`config.mk`:
```
export PLATFORM = sky130hd
export DESIGN_NAME = sampling_buffer_mc_flat
export DESIGN_NICKNAME = d
export VERILOG_FILES = /design/src/rtl/sampling_buffer_mc_if.sv /design/src/rtl/sampling_buffer_mc.sv /design/src/flat_wrapper.sv
export SDC_FILE = /design/constraint.sdc
export NUM_CORES = 1
export LEC_CHECK = 0
export ABC_AREA = 1
export ABC_CLOCK_PERIOD_IN_PS = 7500
export BUFFER_PORTS_ARGS = -buffer_cell sky130_fd_sc_hd__buf_2
export CAP_MARGIN = 30
export CELL_PAD_IN_SITES_DETAIL_PLACEMENT = 1
export CELL_PAD_IN_SITES_GLOBAL_PLACEMENT = 2
export CORE_ASPECT_RATIO = 1.25
export CORE_MARGIN = 2
export CORE_UTILIZATION = 47
export CTS_CLUSTER_SIZE = 8
export DETAILED_ROUTE_END_ITERATION = 8
export HOLD_SLACK_MARGIN = 0.06
export PLACE_DENSITY = 0.83
export SETUP_SLACK_MARGIN = 0.15
export SYNTH_ARGS = -nofsm -noshare
export SYNTH_HDL_FRONTEND = slang
export SYNTH_SLANG_ARGS = --single-unit
```
`constraint.sdc`:
```
create_clock -name clk -period 7.5 [get_ports clk]
set_input_delay 1.5 -clock clk [delete_from_list [all_inputs] [get_ports clk]]
set_output_delay 1.5 -clock clk [all_outputs]
set_load 0.005 [all_outputs]
```
`src/rtl/sampling_buffer_mc_if.sv`:
```
// sampling_buffer_mc_if
//   Consumer-side bus of the multi-channel sampling buffer: published-frame
//   handshake plus the random-access read port.
//   master : the buffer (drives rd_data, frame_valid, frame_seq)
//   slave  : the consumer, FFT/display path (drives rd_ch, rd_addr, frame_ack)
// Signals:
//   rd_ch       channel select, max(1,$clog2(CHANNELS)) bits
//   rd_addr     sample index, $clog2(POINTS) bits
//   rd_data     published-bank sample, 1-cycle read latency
//   frame_valid published bank holds an unacknowledged frame
//   frame_ack   one-cycle pulse releasing the published bank
//   frame_seq   publish counter, wraps 255->0
interface sampling_buffer_mc_if #(
   parameter int POINTS   = 32,
   parameter int WIDTH    = 12,
   parameter int CHANNELS = 1
);
   localparam int CH_W = (CHANNELS > 1) ? $clog2(CHANNELS) : 1;
   localparam int AW   = $clog2(POINTS);

   logic [CH_W-1:0]  rd_ch;
   logic [AW-1:0]    rd_addr;
   logic [WIDTH-1:0] rd_data;
   logic             frame_valid;
   logic             frame_ack;
   logic [7:0]       frame_seq;

   modport master (
      input  rd_ch, rd_addr, frame_ack,
      output rd_data, frame_valid, frame_seq
   );

   modport slave (
      output rd_ch, rd_addr, frame_ack,
      input  rd_data, frame_valid, frame_seq
   );
endinterface

```
`src/rtl/sampling_buffer_mc.sv`:
```
// sampling_buffer_mc
//   Multi-channel, double-buffered ADC frame capture. While arm is high,
//   POINTS samples per channel are written into the write bank on sample_en
//   strobes; a completed frame is published by swapping banks, so capture of
//   the next frame proceeds while the consumer reads the previous one.
//   If the consumer still holds an unacknowledged frame at completion, the new
//   frame is dropped and counted instead.
// Optional build macro: SAMPLING_BUFFER_MC_TRIGGER_EN
//   Adds trig_level and a WAIT_TRIG state: capture starts on a rising crossing
//   of trig_level by channel 0, with the crossing sample as index 0.
// Ports:
//   clk         system clock, rising edge
//   rst         synchronous, active-high reset
//   sample_en   one-cycle sample strobe
//   arm         level; high enables capture, low aborts and re-arms
//   adc_in      CHANNELS*WIDTH, channel c at [c*WIDTH +: WIDTH]
//   trig_level  (TRIGGER_EN only) channel-0 rising trigger threshold
//   busy        high while capturing (or waiting for trigger)
//   overrun     sticky, a completed frame was dropped
//   drop_count  dropped frames, saturating at 255
//   bus         sampling_buffer_mc_if master: read port + valid/ack handshake
//
// state      | meaning
// -----------+------------------------------------------------------------
// IDLE       | disarmed; counter at 0
// WAIT_TRIG  | armed, watching channel 0 for a rising crossing (TRIGGER_EN)
// CAPTURE    | writing samples into the write bank
// DONE_HOLD  | single-shot frame finished; waiting for arm to drop
module sampling_buffer_mc #(
   parameter int POINTS     = 32,
   parameter int WIDTH      = 12,
   parameter int CHANNELS   = 1,
   parameter int CONTINUOUS = 0
) (
   input  logic                      clk,
   input  logic                      rst,
   input  logic                      sample_en,
   input  logic                      arm,
   input  logic [CHANNELS*WIDTH-1:0] adc_in,
`ifdef SAMPLING_BUFFER_MC_TRIGGER_EN
   input  logic [WIDTH-1:0]          trig_level,
`endif
   output logic                      busy,
   output logic                      overrun,
   output logic [7:0]                drop_count,
   sampling_buffer_mc_if.master      bus
);
   localparam int CH_W = (CHANNELS > 1) ? $clog2(CHANNELS) : 1;
   localparam int AW   = $clog2(POINTS);
   localparam logic [AW-1:0] LAST_IDX = AW'(POINTS - 1);

   typedef enum logic [1:0] {
      ST_IDLE      = 2'd0,
      ST_CAPTURE   = 2'd1,
      ST_DONE_HOLD = 2'd2,
      ST_WAIT_TRIG = 2'd3
   } state_t;

   state_t           state, state_nxt;
   logic [AW-1:0]    count, count_nxt;
   logic             wr_bank;
   logic             wr_en;
   logic [AW-1:0]    wr_addr;
   logic             complete;
   logic             done_q;
   logic             smp;
   logic [WIDTH-1:0] ch_word [CHANNELS];
   logic [WIDTH-1:0] rd_sel;

`ifdef SAMPLING_BUFFER_MC_TRIGGER_EN
   logic [WIDTH-1:0] prev_ch0;
   logic             trig_hit;
   assign trig_hit = (prev_ch0 < trig_level) && (adc_in[WIDTH-1:0] >= trig_level);
`endif

   // The cycle right after a completion is dead for capture, so a strobe
   // there never lands in the freshly restarted frame.
   assign smp = sample_en && arm && !done_q;

   always_comb begin
      state_nxt = state;
      count_nxt = count;
      wr_en     = 1'b0;
      wr_addr   = count;
      complete  = 1'b0;
      case (state)
         ST_IDLE: begin
            if (arm) begin
`ifdef SAMPLING_BUFFER_MC_TRIGGER_EN
               state_nxt = ST_WAIT_TRIG;
`else
               state_nxt = ST_CAPTURE;
`endif
            end
         end
`ifdef SAMPLING_BUFFER_MC_TRIGGER_EN
         ST_WAIT_TRIG: begin
            if (smp && trig_hit) begin
               wr_en     = 1'b1;
               wr_addr   = '0;
               count_nxt = AW'(1);
               state_nxt = ST_CAPTURE;
            end
         end
`endif
         ST_CAPTURE: begin
            if (smp) begin
               wr_en = 1'b1;
               if (count == LAST_IDX) begin
                  complete  = 1'b1;
                  count_nxt = '0;
                  if (CONTINUOUS != 0) begin
`ifdef SAMPLING_BUFFER_MC_TRIGGER_EN
                     state_nxt = ST_WAIT_TRIG;
`else
                     state_nxt = ST_CAPTURE;
`endif
                  end else begin
                     state_nxt = ST_DONE_HOLD;
                  end
               end else begin
                  count_nxt = count + AW'(1);
               end
            end
         end
         default: ;
      endcase
      if (!arm) begin
         state_nxt = ST_IDLE;
         count_nxt = '0;
         wr_en     = 1'b0;
         complete  = 1'b0;
      end
   end

   always_ff @(posedge clk) begin
      if (rst) begin
         state           <= ST_IDLE;
         count           <= '0;
         wr_bank         <= 1'b0;
         done_q          <= 1'b0;
         busy            <= 1'b0;
         overrun         <= 1'b0;
         drop_count      <= '0;
         bus.frame_valid <= 1'b0;
         bus.frame_seq   <= '0;
         bus.rd_data     <= '0;
      end else begin
         state       <= state_nxt;
         count       <= count_nxt;
         done_q      <= complete;
         busy        <= (state_nxt == ST_CAPTURE) || (state_nxt == ST_WAIT_TRIG);
         bus.rd_data <= rd_sel;
         if (complete && (!bus.frame_valid || bus.frame_ack)) begin
            wr_bank         <= ~wr_bank;
            bus.frame_valid <= 1'b1;
            bus.frame_seq   <= bus.frame_seq + 8'd1;
         end else begin
            if (complete) begin
               overrun <= 1'b1;
               if (drop_count != 8'hFF)
                  drop_count <= drop_count + 8'd1;
            end
            if (bus.frame_ack && bus.frame_valid)
               bus.frame_valid <= 1'b0;
         end
      end
   end

`ifdef SAMPLING_BUFFER_MC_TRIGGER_EN
   // Previous sample starts from 0 each time the trigger search is entered.
   always_ff @(posedge clk) begin
      if (rst)
         prev_ch0 <= '0;
      else if (state != ST_WAIT_TRIG && state_nxt == ST_WAIT_TRIG)
         prev_ch0 <= '0;
      else if (state == ST_WAIT_TRIG && smp)
         prev_ch0 <= adc_in[WIDTH-1:0];
   end
`endif

   // One RAM per channel holding both banks; bank select is the address MSB.
   // The published bank is always the one not being written.
   for (genvar c = 0; c < CHANNELS; c++) begin : g_ch
      logic [WIDTH-1:0] mem [2*POINTS];
      always_ff @(posedge clk) begin
         if (wr_en)
            mem[{wr_bank, wr_addr}] <= adc_in[c*WIDTH +: WIDTH];
      end
      assign ch_word[c] = mem[{~wr_bank, bus.rd_addr}];
   end

   // Unmatched channel selects (rd_ch >= CHANNELS) fall through to zero.
   always_comb begin
      rd_sel = '0;
      for (int c = 0; c < CHANNELS; c++) begin
         if (bus.rd_ch == CH_W'(c))
            rd_sel = ch_word[c];
      end
   end
endmodule
```
`src/flat_wrapper.sv`:
```
// flat-port wrapper written by rule: the top's interface ports become plain ports
module sampling_buffer_mc_flat 
#(
   parameter int POINTS     = 32,
   parameter int WIDTH      = 12,
   parameter int CHANNELS   = 1,
   parameter int CONTINUOUS = 0
)
  (clk, rst, sample_en, arm, adc_in, busy, overrun, drop_count, bus_rd_ch, bus_rd_addr, bus_frame_ack, bus_rd_data, bus_frame_valid, bus_frame_seq);
  sampling_buffer_mc_if #(.POINTS(POINTS), .WIDTH(WIDTH), .CHANNELS(CHANNELS)) bus_i ();
  input  logic clk;
  input  logic rst;
  input  logic sample_en;
  input  logic arm;
  input  logic [CHANNELS*WIDTH-1:0] adc_in;
  output logic busy;
  output logic overrun;
  output logic [7:0] drop_count;
  input wire logic [$bits(bus_i.rd_ch)-1:0] bus_rd_ch;
  input wire logic [$bits(bus_i.rd_addr)-1:0] bus_rd_addr;
  input wire logic [$bits(bus_i.frame_ack)-1:0] bus_frame_ack;
  output wire logic [$bits(bus_i.rd_data)-1:0] bus_rd_data;
  output wire logic [$bits(bus_i.frame_valid)-1:0] bus_frame_valid;
  output wire logic [$bits(bus_i.frame_seq)-1:0] bus_frame_seq;
  assign bus_i.rd_ch = bus_rd_ch;
  assign bus_i.rd_addr = bus_rd_addr;
  assign bus_i.frame_ack = bus_frame_ack;
  assign bus_rd_data = bus_i.rd_data;
  assign bus_frame_valid = bus_i.frame_valid;
  assign bus_frame_seq = bus_i.frame_seq;
  sampling_buffer_mc #(.POINTS(POINTS), .WIDTH(WIDTH), .CHANNELS(CHANNELS), .CONTINUOUS(CONTINUOUS)) u_core (.clk(clk), .rst(rst), .sample_en(sample_en), .arm(arm), .adc_in(adc_in), .busy(busy), .overrun(overrun), .drop_count(drop_count), .bus(bus_i));
endmodule
```
==> impl_metrics.tcl <==
set metrics [dict create \
    final_cell_mix "nand2_1, edfxtp_1, nand3_1" \
    post_cts_resized 0 \
    async_flop_share 0 \
    post-route-drc-count 0 \
    grt.busiest_layer "met2" \
    die_y_um 299 \
    nFillCells 7091 \
    path_max_fanout 186 \
    ir_worst_vdd_mv 0.179 \
    via_per_inst 5.75 \
    p_per_area_nw_per_um2 268 \
    synth_cells 2832 \
    grtUsageMet3 0.0375 \
    area_delta_synth_final_pct 13.6 \
    final_cells 3908 \
    ctsHoldBuffers 0 \
    comb_power_share 0.053 \
    grt_pass1_vias 23817 \
    syn_area_per_cell_um2 11.6 \
    cap_violations 0 \
    htreeDepth 3 \
    finalPower_w 0.00999 \
    drt_iter0_drc 1997 \
    cts_tree "yes" \
    dr.pass1.iters 5 \
    nets 2941 \
    switching_share 0.221 \
    ys_ff_latch 808 \
    clockBufferDepth 3 \
    antennaDiodeCount 0 \
    met1_usage 0.373 \
    leakage_nw 13.5 \
    grt_setup_unrepaired "false" \
    critical_path_class "input pin to flip-flop" \
    drive_above_1_share 0.0922 \
    initial_core_util 0.473 \
    start_kind "input pin" \
    gp_congestion 0.798 \
    overflow 0 \
    seqPwrFrac 0.496 \
    antenna_found_initial 6 \
    critPathRequiredTime_ns 8.02 \
    clk_pin_slew_ns 0.05 \
    power.switching_w 0.00221 \
    setup_viol_count_final 0 \
    ios 54 \
    place_inst 3737 \
    skew_ns 0.0304 \
    clk_latency_ns 0.66 \
    final_hold_viol_count 0 \
    dp_hpwl_um 57100 \
    synth_warnings 0 \
    final_common_cell "nand2_1" \
    fin_tns_setup_ns 0 \
    status "complete, no violations" \
    syn-num-nets 2859 \
    synth-edff-count 768 \
    placementRows 108 \
    relSlewSlack 0.346 \
    min_period_ns 4.22 \
    grt_max_degree 187 \
    die_width_um 240 \
    ys_seq_area_frac 0.727 \
    wl_per_cell_um 25.6 \
    ant_nets 0 \
    via_count 22481 \
    die-area_um2 71900 \
    groute.usage.overall 0.285 \
    grt_pass1_wl_um 151000 \
    synthFlopType "edfxtp_1" \
    p_int_w 0.00779 \
    post-cts-setup-buffer-count 0 \
    synth_area_um2 32800 \
    slew_violations 0 \
    pwr-share-clk 0.451 \
    tightest_slew_ns 0.981 \
    crit_arrival_ns 4.74 \
    endpoint_kind "flip-flop" \
    portBuffers 53 \
    clockRootBuffer "clkbuf_16" \
    core-area_um2 69300 \
    cts-buffers-inserted 110 \
    cts.sinks 808 \
    finalCritPeriodShare 0.563 \
    grtUsageMet2 0.477 \
    min_path_type "flip-flop to flip-flop" \
    max_freq_mhz 237 \
    synthDistinctLibCells 34 \
    wirelength_um 100000 \
]
## final timing paths
check                                                            to                   startpoint  slack (ns)  depth (start not counted)
worst min register to register          u_core.overrun$_SDFFE_PP0P_  u_core.overrun$_SDFFE_PP0P_        0.45                          2
worst max-delay path               u_core.bus.rd_data[1]$_SDFF_PP0_               bus_rd_addr[0]        3.28                         11
worst min-delay path                    u_core.overrun$_SDFFE_PP0P_  u_core.overrun$_SDFFE_PP0P_        0.45                          2
worst max register to register  u_core.g_ch[0].mem[6][11]$_DFFE_PP_     u_core.done_q$_SDFF_PP0_        4.42                          6
## worst max-delay path: stages
cell and delay (ns):
buf_8 0.63, clkinv_8 0.76, buf_4 0.60, nand2_1 0.13, nand3_1 0.08, nand3_1 0.22, nand2_1 0.11, nand2_1 0.07
nand3_1 0.13, nand3_1 0.13, a21oi_1 0.11
## power by group through the flow
stage | clock (W) | combinational [W] | sequential [W]
final | 0.00451 | 0.000531 | 0.00496
after detailed placement | 0 | 0.000529 | 0.00504
after CTS | 0.00457 | 0.000536 | 0.00496
after global placement | 0 | 0.000514 | 0.00504
after floorplan | 0 | 0.000293 | 0.00504
after global routing | 0.00473 | 0.000581 | 0.00495
## registers in the layout (all words and copies together) (netlist names)
| signal | cells |
|---|---|
| u_core.g_ch.mem | 768 |
| u_core.drop_count | 8 |
| u_core.bus.rd_data | 12 |
| u_core.count | 5 |
| u_core.wr_bank | 1 |
| u_core.busy | 1 |
| u_core.done_q | 1 |
| u_core.state | 2 |
| u_core.bus.frame_seq | 8 |
| u_core.overrun | 1 |
| u_core.bus.frame_valid | 1 |
## cell families after synthesis
logic type      after synthesis  share of synthesized area
fa+ha+maj                     4                    0.00153
xor+xnor                      6                    0.00160
compound gates               40                    0.00645
buf+inv                     204                     0.0321
flops                       808                      0.727
simple gates               1770                      0.231
## routing by layer
metal  share of wire  vias to the layer above
li1                -                    10082
met1            0.40                    11415
met2            0.50                      782
met3           0.060                      202
met4           0.044                        0
met5               0                        -
## synthesized netlist by cell type, types with 5 or more instances
library cell  number  area (µm²)
xor2_1             5        43.8
nor2_1            73         274
nand2_1         1000        3750
dfxtp_1           40         801
nand3_1          665        3330
nand4_1            8        50.1
buf_1             20        75.1
edfxtp_1         768       23100
inv_1             28         105
buf_6              5        56.3
nor3_1            13        65.1
clkbuf_1          34         128
buf_4             42         315
buf_2             70         350
a21oi_1           31         155
## final cells by class
| type | instances | area (µm²) | share of cell area |
|---|---|---|---|
| Clock buffer | 171 | 3050 | 0.0817 |
| Inverter | 33 | 143 | 0.00383 |
| Multi-Input combinational cell | 1820 | 7930 | 0.213 |
| Sequential cell | 808 | 23900 | 0.640 |
| Tap cell | 935 | 1170 | 0.0314 |
| Timing Repair Buffer | 141 | 1110 | 0.0298 |
## stage by stage
step,util,hold WS (ns),cell area (µm²),setup slack (ns)
finish,0.537,0.454,37300,3.28
global route,0.537,0.488,37300,2.96
CTS,0.537,0.456,37300,3.30
detailed placement,0.494,0.447,34200,2.66
global placement,0.487,0.440,33800,2.72
floorplan,-,0.437,32800,3.75
No activity file was read; power rests on OpenSTA's default activity.
